===== src/rtl/dino_game_ctrl.sv =====
`default_nettype none
// +--------------------------------------------------------------------------+
// | dino_game_ctrl: button sync, game tick, jump sequencing and score.       |
// | Rev 1.0                                                                  |
// +--------------------------------------------------------------------------+
module dino_game_ctrl #(
  parameter int TICK_DIV  = 251250,
  parameter int JUMP_LEN  = 51,
  parameter int SCORE_DIV = 10,
  parameter int SCORE_W   = 14
) (
  input  logic               clk,
  input  logic               reset,
  input  logic               btn,
  input  logic               collision,
  output logic               halt,
  output logic [5:0]         jump_idx,
  output logic               jumping,
  output logic               tick,
  output logic [SCORE_W-1:0] score,
  output logic [1:0]         state
);

  localparam int c_TICK_W = (TICK_DIV > 1) ? $clog2(TICK_DIV) : 1;
  localparam int c_SDIV_W = (SCORE_DIV > 1) ? $clog2(SCORE_DIV) : 1;
  localparam logic [c_TICK_W-1:0] c_TICK_LAST = c_TICK_W'(TICK_DIV - 1);
  localparam logic [c_SDIV_W-1:0] c_SDIV_LAST = c_SDIV_W'(SCORE_DIV - 1);
  localparam logic [5:0]          c_JUMP_LAST = 6'(JUMP_LEN - 1);
  localparam logic [SCORE_W-1:0]  c_SCORE_MAX = '1;

  typedef enum logic [1:0] {
    IDLE = 2'd0,
    RUN  = 2'd1,
    JUMP = 2'd2,
    OVER = 2'd3
  } state_t;

  state_t               r_state;
  logic                 r_halt;
  logic                 r_jumping;
  logic [5:0]           r_jump_idx;
  logic                 r_btn_s1;
  logic                 r_btn_s2;
  logic                 r_btn_prev;
  logic [c_TICK_W-1:0]  r_tick_cnt;
  logic [c_SDIV_W-1:0]  r_score_sub;
  logic [SCORE_W-1:0]   r_score;
  logic                 w_btn_rise;
  logic                 w_active;
  logic                 w_tick;

  // Two-flop synchronizer plus one history flop for edge detection.
  always_ff @(posedge clk) begin
    if (reset) begin
      r_btn_s1   <= 1'b0;
      r_btn_s2   <= 1'b0;
      r_btn_prev <= 1'b0;
    end else begin
      r_btn_s1   <= btn;
      r_btn_s2   <= r_btn_s1;
      r_btn_prev <= r_btn_s2;
    end
  end

  assign w_btn_rise = r_btn_s2 & ~r_btn_prev;
  assign w_active   = (r_state == RUN) || (r_state == JUMP);
  assign w_tick     = w_active && (r_tick_cnt == c_TICK_LAST);

  // Counter sits at 0 in IDLE so every run starts a full tick period late.
  always_ff @(posedge clk) begin
    if (reset || (r_state == IDLE)) begin
      r_tick_cnt <= '0;
    end else if (w_active) begin
      r_tick_cnt <= w_tick ? '0 : r_tick_cnt + c_TICK_W'(1);
    end else if (w_btn_rise) begin
      r_tick_cnt <= '0;
    end
  end

  always_ff @(posedge clk) begin
    if (reset) begin
      r_score_sub <= '0;
      r_score     <= '0;
    end else if ((r_state == IDLE) && w_btn_rise) begin
      r_score_sub <= '0;
      r_score     <= '0;
    end else if (w_tick && !collision) begin
      if (r_score_sub == c_SDIV_LAST) begin
        r_score_sub <= '0;
        if (r_score != c_SCORE_MAX) begin
          r_score <= r_score + SCORE_W'(1);
        end
      end else begin
        r_score_sub <= r_score_sub + c_SDIV_W'(1);
      end
    end
  end

  // halt/jumping are updated together with the state so they never lag it.
  always_ff @(posedge clk) begin
    if (reset) begin
      r_state    <= IDLE;
      r_halt     <= 1'b1;
      r_jumping  <= 1'b0;
      r_jump_idx <= 6'd0;
    end else begin
      case (r_state)
        IDLE: begin
          if (w_btn_rise) begin
            r_state <= RUN;
            r_halt  <= 1'b0;
          end
        end
        RUN: begin
          if (collision) begin
            r_state <= OVER;
            r_halt  <= 1'b1;
          end else if (w_btn_rise) begin
            r_state    <= JUMP;
            r_jumping  <= 1'b1;
            r_jump_idx <= 6'd0;
          end
        end
        JUMP: begin
          if (collision) begin
            r_state   <= OVER;
            r_halt    <= 1'b1;
            r_jumping <= 1'b0;
          end else if (w_tick) begin
            if (r_jump_idx >= c_JUMP_LAST) begin
              r_state    <= RUN;
              r_jumping  <= 1'b0;
              r_jump_idx <= 6'd0;
            end else begin
              r_jump_idx <= r_jump_idx + 6'd1;
            end
          end
        end
        OVER: begin
          if (w_btn_rise) begin
            r_state    <= IDLE;
            r_jump_idx <= 6'd0;
          end
        end
        default: begin
          r_state    <= IDLE;
          r_halt     <= 1'b1;
          r_jumping  <= 1'b0;
          r_jump_idx <= 6'd0;
        end
      endcase
    end
  end

  assign state    = r_state;
  assign halt     = r_halt;
  assign jumping  = r_jumping;
  assign jump_idx = r_jump_idx;
  assign tick     = w_tick;
  assign score    = r_score;

endmodule
`default_nettype wire


===== config.mk =====
export PLATFORM = sky130hd
export DESIGN_NAME = dino_game_ctrl
export DESIGN_NICKNAME = d
export VERILOG_FILES = /design/src/rtl/dino_game_ctrl.sv
export SDC_FILE = /design/constraint.sdc
export NUM_CORES = 1
export LEC_CHECK = 0
export ABC_AREA = 1
export BUFFER_PORTS_ARGS = -buffer_cell sky130_fd_sc_hd__buf_2
export CAP_MARGIN = 10
export CORE_MARGIN = 3
export CORE_UTILIZATION = 53
export DETAILED_ROUTE_END_ITERATION = 8
export PLACE_DENSITY = 0.79
export SLEW_MARGIN = 25
export SYNTH_ARGS = -nofsm -noshare
export SYNTH_HDL_FRONTEND = slang
export SYNTH_SLANG_ARGS = --single-unit

===== constraint.sdc =====
create_clock -name clk -period 1.85 [get_ports clk]
set_input_delay 0.37 -clock clk [delete_from_list [all_inputs] [get_ports clk]]
set_output_delay 0.37 -clock clk [all_outputs]
set_load 0.02 [all_outputs]

==> metrics.md, run 1 <==
| Metric | Value |
|---|---|
| Vias in the first global route | `about 2800` |
| Leading area contributor after synthesis | `dfxtp_1` |
| Minimum clock period | `~1.8 ns` |
| DR pass1 iterations | `4` |
| Slew @ Worst Pin | `~0.45 ns` |
| Rel. slew slack | `69.81%` |
| H-tree Lvls | `2` |
| Vias | `between 3000 and 4000` |
| Final ANT Viol Nets | `0` |
| Clock slew at reported path FFs | `0.09 ns` |
| Boundary Pins | `29` |
| Critical path required time | `1.48 ns` |
| Clock sinks | `49` |
| Fin crit share | `96.14%` |
| Mapped Cells | `466` |
| Cell row count | `26` |
| DR iter-0 viols | `189` |
| DR DRC count | `0` |
| Worst Path Arrival | `between 1 and 1.5 ns` |
| Largest net degree at the start of global routing | `19` |
| Clock buffer depth | `2` |
| Post-synth EDFFs | `0` |
| Diode count | `0` |
| Worst hold path class | `in2reg` |
| Layout net count | `522` |
| Commonest non-fill, non-tap cell in the layout | `nand2_1` |
| Crit path largest cell delay | `0.34 ns` |
| Worst-Skew Late Latency | `0.30 ns` |
| Slew Viols, Final | `0` |
| Final setup viols | `0` |
| Height of the die | `80.71 um` |
| Worst-path cell chain | `inv_1 -> ha_4 -> nand4_1 -> inv_1 -> buf_4` |
| Clk_skew | `roughly 0.0053 ns` |
| VDD IR max | `0.6587 mV` |
| DIE WIDTH | `80.71 um` |
| WS Path Type | `reg2out` |
| Buffers plus inverters on the worst setup path | `3` |
| Inserted Clock Buffers | `5` |
| Ys Warns | `0` |
| Fill cells | `around 480` |
| Post-synth net total | `roughly 480` |
| Die Area | `0.006513 mm^2` |
| Startpoint types | `flop` |
| Share of cells above drive strength 1 | `18.04%` |
| PortBufs | `28` |
| TritonCTS clock tree | `built` |
| Top delay family on crit path | `flip-flops` |
| Worst path slowest cell | `dfxtp_1` |
| Status | `complete, no violations` |
| Tot Pwr | `3466 uW` |
| Commonest non-fill, non-tap cells in the layout | `nand2_1, nor2_1, inv_1, nand3_1, dfxtp_1` |
| Power per cell area | `1015 mW/mm^2` |
| Final HPWL DP | `5091 um` |
| Drt total wl | `7006 um` |
| Area share of the largest cell type after synthesis | `between 30% and 40%` |
| FMAX | `0.5623 GHz` |
| Area grow syn2layout | `15.44%` |
| Synth Cell Area | `0.002958 mm^2` |
| Gr usage total | `23.00%` |
| Initial antenna violation count | `0` |
| Total core area | `0.005238 mm^2` |
| Top post-synthesis cells by area | `dfxtp_1, nand2_1, nor2_1, nand3_1, inv_1` |
| Hold slack | `between 0.2 and 0.3 ns` |
| First-pass GRT wire length | `12140 um` |
| Global route overflow | `0` |
| Vias per cell | `5.303` |
| CP max FO | `5` |
| Initial core utilization | `56.47%` |
| Worst setup EP type | `output port` |
| CP most frequent cell | `inv_1` |
| Sequential element share of the synthesized area | `33.16%` |
| CTS Root Cell | `clkbuf_8` |
| Post-synthesis async set-or-reset flop share | `0%` |
| Dominant synthesized flop cell | `dfxtp_1` |
| Seq cells post-synth | `49` |
| Endpoints failing hold | `0` |
| Number of library cell types mapped by synthesis | `34` |
| Max-cap viol count | `0` |
| Routability Congestion | `0.9374` |
| Static Leak | `roughly 0.0014 uW` |
| Mean post-synth cell area | `around 6.3 um^2` |
| Routed len/inst | `12.08 um` |
-- layout make-up --
class	instances	area (um^2)	area share (%)
Multi-Input combinational cell	354	1763	51.63
Sequential cell	49	992.2	29.06
Timing Repair Buffer	46	290.3	8.501
Inverter	53	198.9	5.826
Tap cell	70	87.58	2.565
Clock buffer	6	72.57	2.125
Clock inverter	2	10.01	0.2931
-- sequential cells by signal, summed over array words and instances (netlist names) --
register     cells
halt             1
jump_idx         6
jumping          1
r_btn_prev       1
r_btn_s1         1
r_btn_s2         1
r_score_sub      4
r_tick_cnt      18
score           14
state            2
-- routing by layer --
layer  GRT usage, %  routed length [um]  share of wire (%)
met2          37.17                3200                 46
met4          8.277                  85                1.2
met1          30.53                3347                 48
met5              0                   0                  0
met3          4.372                 372                5.3
-- synth_stat cells (2+ instances only) --
| cell | number |
|---|---|
| nor2_1 | 77 |
| xor2_1 | 2 |
| o21ai_0 | 15 |
| nand4_1 | 11 |
| nand2_1 | 119 |
| nand2_2 | 2 |
| clkbuf_1 | 4 |
| nor2_2 | 4 |
| nand3_1 | 48 |
| nor3_1 | 12 |
| dfxtp_1 | 49 |
| buf_2 | 3 |
| or2_2 | 3 |
| nor2_4 | 2 |
| ha_1 | 9 |
| nor3_2 | 2 |
| a21oi_2 | 7 |
| inv_1 | 52 |
| a21oi_1 | 30 |
-- path summary, 6_finish.rpt --
path	from	to	slack [ns]	depth (start not counted)
worst max-delay path	state[1]$_SDFFE_PP0P_	tick	0.07	5
worst min-delay path	btn	r_btn_s1$_SDFF_PP0_	0.28	3
worst max register to register	score[9]$_SDFFE_PP0P_	score[1]$_SDFFE_PP0P_	0.13	8
worst min register to register	r_btn_s1$_SDFF_PP0_	r_btn_s2$_SDFF_PP0_	0.41	2
-- repair_timing --
action | CTS | global route
pin swaps | 0 | 3
buffers inserted | 0 | 1
resized for setup | 5 | 11
hold buffers | 0 | 0
endpoints found under the hold margin | 0 | 0
endpoints found under the setup margin | 1 | 11
-- per-stage QoR --
| step | area, um^2 | worst slack, ns | utilization [%] | TNS [ns] | cells |
|---|---|---|---|---|---|
| final | 3415 | 0.07146 | 65.19 | 0 | 580 |
| after global routing | 3415 | -0.01670 | 65.19 | -0.02264 | 580 |
| after CTS | 3374 | 0.01313 | 64.43 | 0 | 579 |
| after detailed placement | 3274 | 0.05520 | 62.52 | 0 | 571 |
| after global placement | 3274 | 0.1345 | 62.52 | 0 | 571 |
| after floorplan | 2965 | 0.02674 | - | 0 | 466 |
-- cell families (layout without fill, tap and decap cells) --
kind of cell	count (synthesis)	after routing	share of synthesized area, %
AOI/OAI and AO/OA	57	57	11.00
xor gates and xnor gates	3	3	0.8885
DFF	49	49	33.16
and+or+nand+nor	285	285	42.47
adders and majority gates	9	9	3.807
buffers and inverters	63	107	8.671
-- worst reg2reg max path, stage by stage (launching register included) --
cell     delay, ns
dfxtp_1       0.46
nand2_1       0.11
nor2_1        0.24
nand3_2       0.16
o21ai_2       0.23
nor2_4        0.07
buf_12        0.15
o21ai_0       0.15
nor2_1        0.05
-- power by group --
group | switching [uW] | total [uW] | leakage (uW) | internal [uW]
Sequential | 118 | 1280 | 0.000400 | 1170
Clock | 369 | 633 | 0.0000450 | 263
Combinational | 966 | 1550 | 0.000977 | 582
Total | 1450 | 3470 | 0.00142 | 2010
Note: power is estimated with default switching activity, not from simulation.
==> run 2: changes to the inputs <==
--- a/config.mk
+++ b/config.mk
@@ -9,9 +9,9 @@
 export BUFFER_PORTS_ARGS = -buffer_cell sky130_fd_sc_hd__buf_2
 export CAP_MARGIN = 10
 export CORE_MARGIN = 3
-export CORE_UTILIZATION = 53
+export CORE_UTILIZATION = 59
 export DETAILED_ROUTE_END_ITERATION = 8
-export PLACE_DENSITY = 0.79
+export PLACE_DENSITY = 0.83
 export SLEW_MARGIN = 25
 export SYNTH_ARGS = -nofsm -noshare
 export SYNTH_HDL_FRONTEND = slang
==> constraint.sdc (replaced) <==
create_clock -name clk -period 2.11 [get_ports clk]
set_input_delay 0.422 -clock clk [delete_from_list [all_inputs] [get_ports clk]]
set_output_delay 0.422 -clock clk [all_outputs]
set_load 0.02 [all_outputs]
==> run 2 against run 1 <==
Combinational power down 19%. Cell count shrank 1.4%. Clock power is 14% lower. Worst setup slack improved by 0.055 ns. Critical path depth is 1 higher. Clock skew barely moved. Register-to-register slack improved by 0.09 ns. Worst hold slack better by 0.047 ns. Sequential power is 10% lower. Sequential share of layout area rose by 0.53 points. Highest routed layer unchanged.
==> metrics.md, run 2 (same netlist as run 1, synthesis figures left out) <==
| Metric | Value |
|---|---|
| Gr usage total | `23.48%` |
| CP max FO | `6` |
| Busiest grt layer | `met2` |
| Internal power | `around 1700 uW` |
| Met1 GRT Util | `29.61%` |
| Layout net count | `between 500 and 600` |
| Max-cap viol count | `0` |
| Switching pwr | `1228 uW` |
| Fill cells | `around 430` |
| Slew @ Worst Pin | `approximately 0.47 ns` |
| H-tree Lvls | `2` |
| Vias in the first global route | `~2700` |
| R2R Path Start | `score[0]$_SDFFE_PP0P_` |
| VDD IR max | `0.5056 mV` |
| Setup tns final | `0 ns` |
| Setup ws final | `roughly 0.13 ns` |
| Inserted Clock Buffers | `5` |
| Worst path slowest cell | `dfxtp_4` |
| RSZ-0062 raised after global routing | `false` |
| Most flops, register | `r_tick_cnt` |
| WS Path Type | `reg2out` |
| Clock slew at reported path FFs | `approximately 0.090 ns` |
| Final ANT Viol Nets | `0` |
| Startpoint types | `flop` |
| Vias per cell | `5.341` |
| Status | `complete, no violations` |
| DR DRC count | `0` |
| Clock buffer depth | `2` |
| Hold_sp | `reset` |
| Commonest non-fill, non-tap cell in the layout | `nand2_1` |
| Comb power frac | `42.4%` |
| Commonest non-fill, non-tap cells in the layout | `nand2_1, nor2_1, inv_1, nand3_1, dfxtp_1` |
| Top delay family on crit path | `buffers and inverters` |
| TritonCTS clock tree | `built` |
| Routed len/inst | `between 10 and 15 um` |
| Placed cell areas | `0.003192 mm^2` |
| Global route overflow | `0` |
| Total core area | `~0.0048 mm^2` |
| Slew Viols, Final | `0` |
| Area grow syn2layout | `12.94%` |
| Final setup viols | `0` |
| Seq pwr share | `39.1%` |
| Initial antenna violation count | `0` |
| Worst Setup SP | `state[1]$_SDFFE_PP0P_` |
| Sw Share | `41.79%` |
| Worst hold path class | `in2reg` |
| CTS Root Cell | `clkbuf_8` |
| Worst Path Arrival | `1.56 ns` |
| Cell row count | `25` |
| FMAX | `0.5041 GHz` |
| Share of cells above drive strength 1 | `14.85%` |
| Crit path largest cell delay | `around 0.38 ns` |
| Largest net degree at the start of global routing | `19` |
| Diode count | `0` |
| Worst-path cell chain | `inv_1 -> ha_4 -> buf_4 -> nand4_1 -> inv_1 -> buf_4` |
| DIE WIDTH | `76.81 um` |
| Clk_skew | `0.005054 ns` |
| Worst setup EP type | `output port` |
| Height of the die | `76.81 um` |
| Vias | `between 3000 and 4000` |
| Clock sinks | `just under 50` |
| Static Leak | `0.001386 uW` |
| DR pass1 iterations | `5` |
| Pre-CTS setup slack | `0.1098 ns` |
| Minimum clock period | `1.984 ns` |
| GR met3 Demand/Resource | `between 3 and 4%` |
| PortBufs | `28` |
| Routability Congestion | `0.8881` |
| Power per cell area | `879.5 mW/mm^2` |
| Worst-Skew Late Latency | `0.30 ns` |
| Clock power share | `18.5%` |
| CTS Hold Bufs | `0` |
| Rel. slew slack | `68.79%` |
| Initial core utilization | `between 60% and 70%` |
| Post-route cell area | `0.003341 mm^2` |
| GR met2 Demand/Resource | `approximately two fifths` |
| Drt total wl | `6738 um` |
| Die Area | `0.005899 mm^2` |
| Boundary Pins | `29` |
| First-pass GRT wire length | `11700 um` |
| DR iter-0 viols | `approximately 250` |
| Buffers plus inverters on the worst setup path | `4` |
| Fin crit share | `94.02%` |
| Critical path required time | `1.69 ns` |
| Max reg flops | `18` |
| Final HPWL DP | `just under 5000 um` |
| Endpoints failing hold | `0` |
run 2: repair_timing:
action,in CTS,in global routing
buffers inserted,0,4
pin swaps,0,2
resized for setup,4,4
endpoints found under the hold margin,0,0
endpoints found under the setup margin,1,2
run 2: power by group through the flow:
stage                     logic [uW]  clock network, uW  registers (uW)
final                           1250                543            1150
after global routing            1390                606            1170
after CTS                       1240                559            1140
after detailed placement        1200                  0            1160
after global placement          1170                  0            1150
after floorplan                  781                  0            1240
run 2: through the flow:
stage          hold WS (ns)  cells  total power, uW  utilization (%)
6_report             0.3241    572             2938            69.80
5_1_grt              0.3247    572             3166            69.80
4_1_cts              0.3242    568             2943            68.76
3_5_place_dp         0.4023    560             2359            66.69
3_3_place_gp         0.3981    560             2324            66.69
2_1_floorplan        0.3883    466             2021                -
run 2: final timing paths:
path                            end  slack, ns  depth (start not counted)
max                            tick       0.13                          6
min             r_btn_s2$_SDFF_PP0_       0.32                          2
max reg2reg  score[11]$_SDFFE_PP0P_       0.22                         10
min reg2reg     r_btn_s2$_SDFF_PP0_       0.42                          2
run 2: layer usage:
metal  share of wire (%)  vias up
met3                 5.7        5
li1                    -     1582
met5                   0        -
met1                  46     1377
met4                 1.1        0
met2                  48       91
run 2: worst register-to-register path, cell delays in order (launching register included):
cell and delay (ns):
dfxtp_1 0.40, ha_1 0.19, nand2_1 0.08, nor2_1 0.24
nand3_1 0.18, o21ai_2 0.22, nor2_4 0.05, buf_12 0.15
buf_4 0.13, a21oi_2 0.11, nor2_1 0.05
run 2: cell type report:
type | instances | area (um^2) | area share (%)
Timing Repair Buffer | 41 | 252.7 | 7.566
Inverter | 53 | 198.9 | 5.955
Multi-Input combinational cell | 354 | 1733 | 51.87
Clock buffer | 7 | 76.32 | 2.285
Sequential cell | 49 | 988.4 | 29.59
Tap cell | 67 | 83.83 | 2.509
Clock inverter | 1 | 7.507 | 0.2247
==> run 3: changes to the inputs <==
==> constraint.sdc (replaced) <==
create_clock -name clk -period 2.5 [get_ports clk]
set_input_delay 0.5 -clock clk [delete_from_list [all_inputs] [get_ports clk]]
set_output_delay 0.5 -clock clk [all_outputs]
set_load 0.02 [all_outputs]
==> run 3 against run 2 <==
Via count decreased by 0.72%. Global-route usage grew 0.54 points. Routed wire length about the same. Count of clock-buffer cells in the layout shrank 2. Critical path depth shrank 1. Sequential power is 17% lower. Clock power is 25% higher. Sequential cell count stayed put. Design area shrank 1.5%. Worst hold slack improved by 0.081 ns. Die area stayed put. Worst setup slack improved by 0.012 ns. Highest routed layer unchanged.
==> metrics.md, run 3 (same netlist as run 1, synthesis figures left out) <==
| Metric | Value |
|---|---|
| Max reg flops | `18` |
| Clk_skew | `slightly below 0.009 ns` |
| Setup ws final | `0.1385 ns` |
| Placed insts | `555` |
| Clock buffer depth | `2` |
| Pre-CTS setup slack | `between 0.3 and 0.4 ns` |
| VDD IR max | `~0.4 mV` |
| Comb power frac | `37.9%` |
| Worst-Skew Late Latency | `around 0.31 ns` |
| Layout net count | `508` |
| Routability Congestion | `0.9051` |
| CP max FO | `11` |
| Worst setup EP type | `output port` |
| Height of the die | `76.81 um` |
| Clock power share | `25.8%` |
| Clock slew at reported path FFs | `0.09 ns` |
| Total core area | `0.004786 mm^2` |
| Switching pwr | `around 1100 uW` |
| DR pass1 iterations | `4` |
| FMAX | `0.4235 GHz` |
| Max-cap viol count | `0` |
| DR iter-0 viols | `214` |
| Rel. slew slack | `56.72%` |
| Global route overflow | `0` |
| Fin cells | `between 500 and 600` |
| Initial antenna violation count | `0` |
| Setup tns final | `0 ns` |
| WS Path Type | `reg2out` |
| Die Area | `0.005899 mm^2` |
| PortBufs | `28` |
| DIE WIDTH | `just under 80 um` |
| Drt total wl | `6743 um` |
| RSZ-0062 raised after global routing | `false` |
| Seq pwr share | `36.4%` |
| Clock sinks | `49` |
| Final HPWL DP | `4991 um` |
| CTS Hold Bufs | `0` |
| Most flops, register | `r_tick_cnt` |
| Largest net degree at the start of global routing | `19` |
| Hold Crit Endpoint | `r_btn_s1$_SDFF_PP0_` |
| Slew @ Worst Pin | `approximately 0.64 ns` |
| Worst R2R End | `score[13]$_SDFFE_PP0P_` |
| Power per cell area | `800.9 mW/mm^2` |
| Hold_sp | `btn` |
| DR DRC count | `0` |
| First-pass GRT wire length | `between 10000 and 15000 um` |
| Boundary Pins | `29` |
| Hold depth | `3` |
| Final ANT Viol Nets | `0` |
| Commonest non-fill, non-tap cells in the layout | `nand2_1, nor2_1, inv_1, dfxtp_1, nand3_1` |
| Inserted Clock Buffers | `5` |
| # resized after CTS | `0` |
| CTS Root Cell | `clkbuf_8` |
| Internal power | `between 1500 and 2000 uW` |
| Worst Path Arrival | `1.86 ns` |
| Gr usage total | `24.02%` |
| TritonCTS clock tree | `built` |
| Final setup viols | `0` |
| Share of cells above drive strength 1 | `12.90%` |
| Slew Viols, Final | `0` |
| Status | `complete, no violations` |
| Static Leak | `0.001365 uW` |
| Diode count | `0` |
| Worst Reg2Reg Path Length in Cells | `8` |
| Vias in the first global route | `2794` |
| Vias per cell | `5.387` |
| Cell row count | `25` |
| R2R Path Start | `state[0]$_SDFFE_PP0P_` |
| Startpoint types | `flop` |
| Postcts setup bufs | `0` |
| Flop2flop setup slack | `0.37 ns` |
| Worst hold path class | `in2reg` |
| H-tree Lvls | `2` |
| Critical path required time | `around 2 ns` |
| Commonest non-fill, non-tap cell in the layout | `nand2_1` |
| Endpoints failing hold | `0` |
| Sw Share | `39.91%` |
| Tot Pwr | `2636 uW` |
| Routed len/inst | `approximately 12 um` |
| Minimum clock period | `between 2 and 2.5 ns` |
| Area grow syn2layout | `11.29%` |
| Vias | `3033` |
| Fin crit share | `94.46%` |
| Initial core utilization | `61.80%` |
[run 3: power groups by stage]
| stage | Combinational (uW) | Sequential (uW) | Clock (uW) |
|---|---|---|---|
| CTS | 996 | 957 | 692 |
| floorplan | 659 | 1050 | 0 |
| global route | 1120 | 975 | 721 |
| global placement | 956 | 969 | 0 |
| finish | 998 | 958 | 680 |
| detailed placement | 991 | 973 | 0 |
[run 3: critical path, stage by stage, from the launching register on]
cell and delay, ns:
dfxtp_1 0.43, inv_1 0.12, ha_1 0.55, nand4_1 0.20, inv_1 0.10, buf_2 0.16
[run 3: worst max path at each step]
stage / start / end / slack (ns) / cells after the start
3_3_place_gp: state[0]$_SDFFE_PP0P_ / score[11]$_SDFFE_PP0P_ / 0.49 / 7
6_report: state[0]$_SDFFE_PP0P_ / tick / 0.14 / 5
4_1_cts: state[0]$_SDFFE_PP0P_ / tick / 0.15 / 5
2_1_floorplan: state[0]$_SDFFE_PP0P_ / tick / 0.44 / 5
5_1_grt: state[0]$_SDFFE_PP0P_ / tick / 0.004 / 5
3_5_place_dp: state[0]$_SDFFE_PP0P_ / score[9]$_SDFFE_PP0P_ / 0.40 / 7
[run 3: stage by stage]
| stage | hold slack [ns] | utilization, % | instance area (um^2) |
|---|---|---|---|
| floorplan | 0.3883 | - | 2958 |
| global route | 0.4122 | 68.78 | 3292 |
| detailed placement | 0.3980 | 65.91 | 3154 |
| global placement | 0.3991 | 65.91 | 3154 |
| finish | 0.4050 | 68.78 | 3292 |
| CTS | 0.4074 | 68.78 | 3292 |
[run 3: routing by layer]
layer	routed length (um)	part of all wire, %	track usage [%]	vias up
met1	3027	45	29.66	1384
met4	37	0.55	5.616	0
li1	-	-	-	1572
met3	335	5.0	4.460	4
met2	3342	50	42.94	73
met5	0	0	0	-
[run 3: cell type report]
cell class,instances,area [um^2]
Timing Repair Buffer,32,170.2
Inverter,53,198.9
Tap cell,67,83.83
Multi-Input combinational cell,354,1720
Clock inverter,3,68.82
Clock buffer,5,68.82
Sequential cell,49,980.9
Fill cell,436,1494
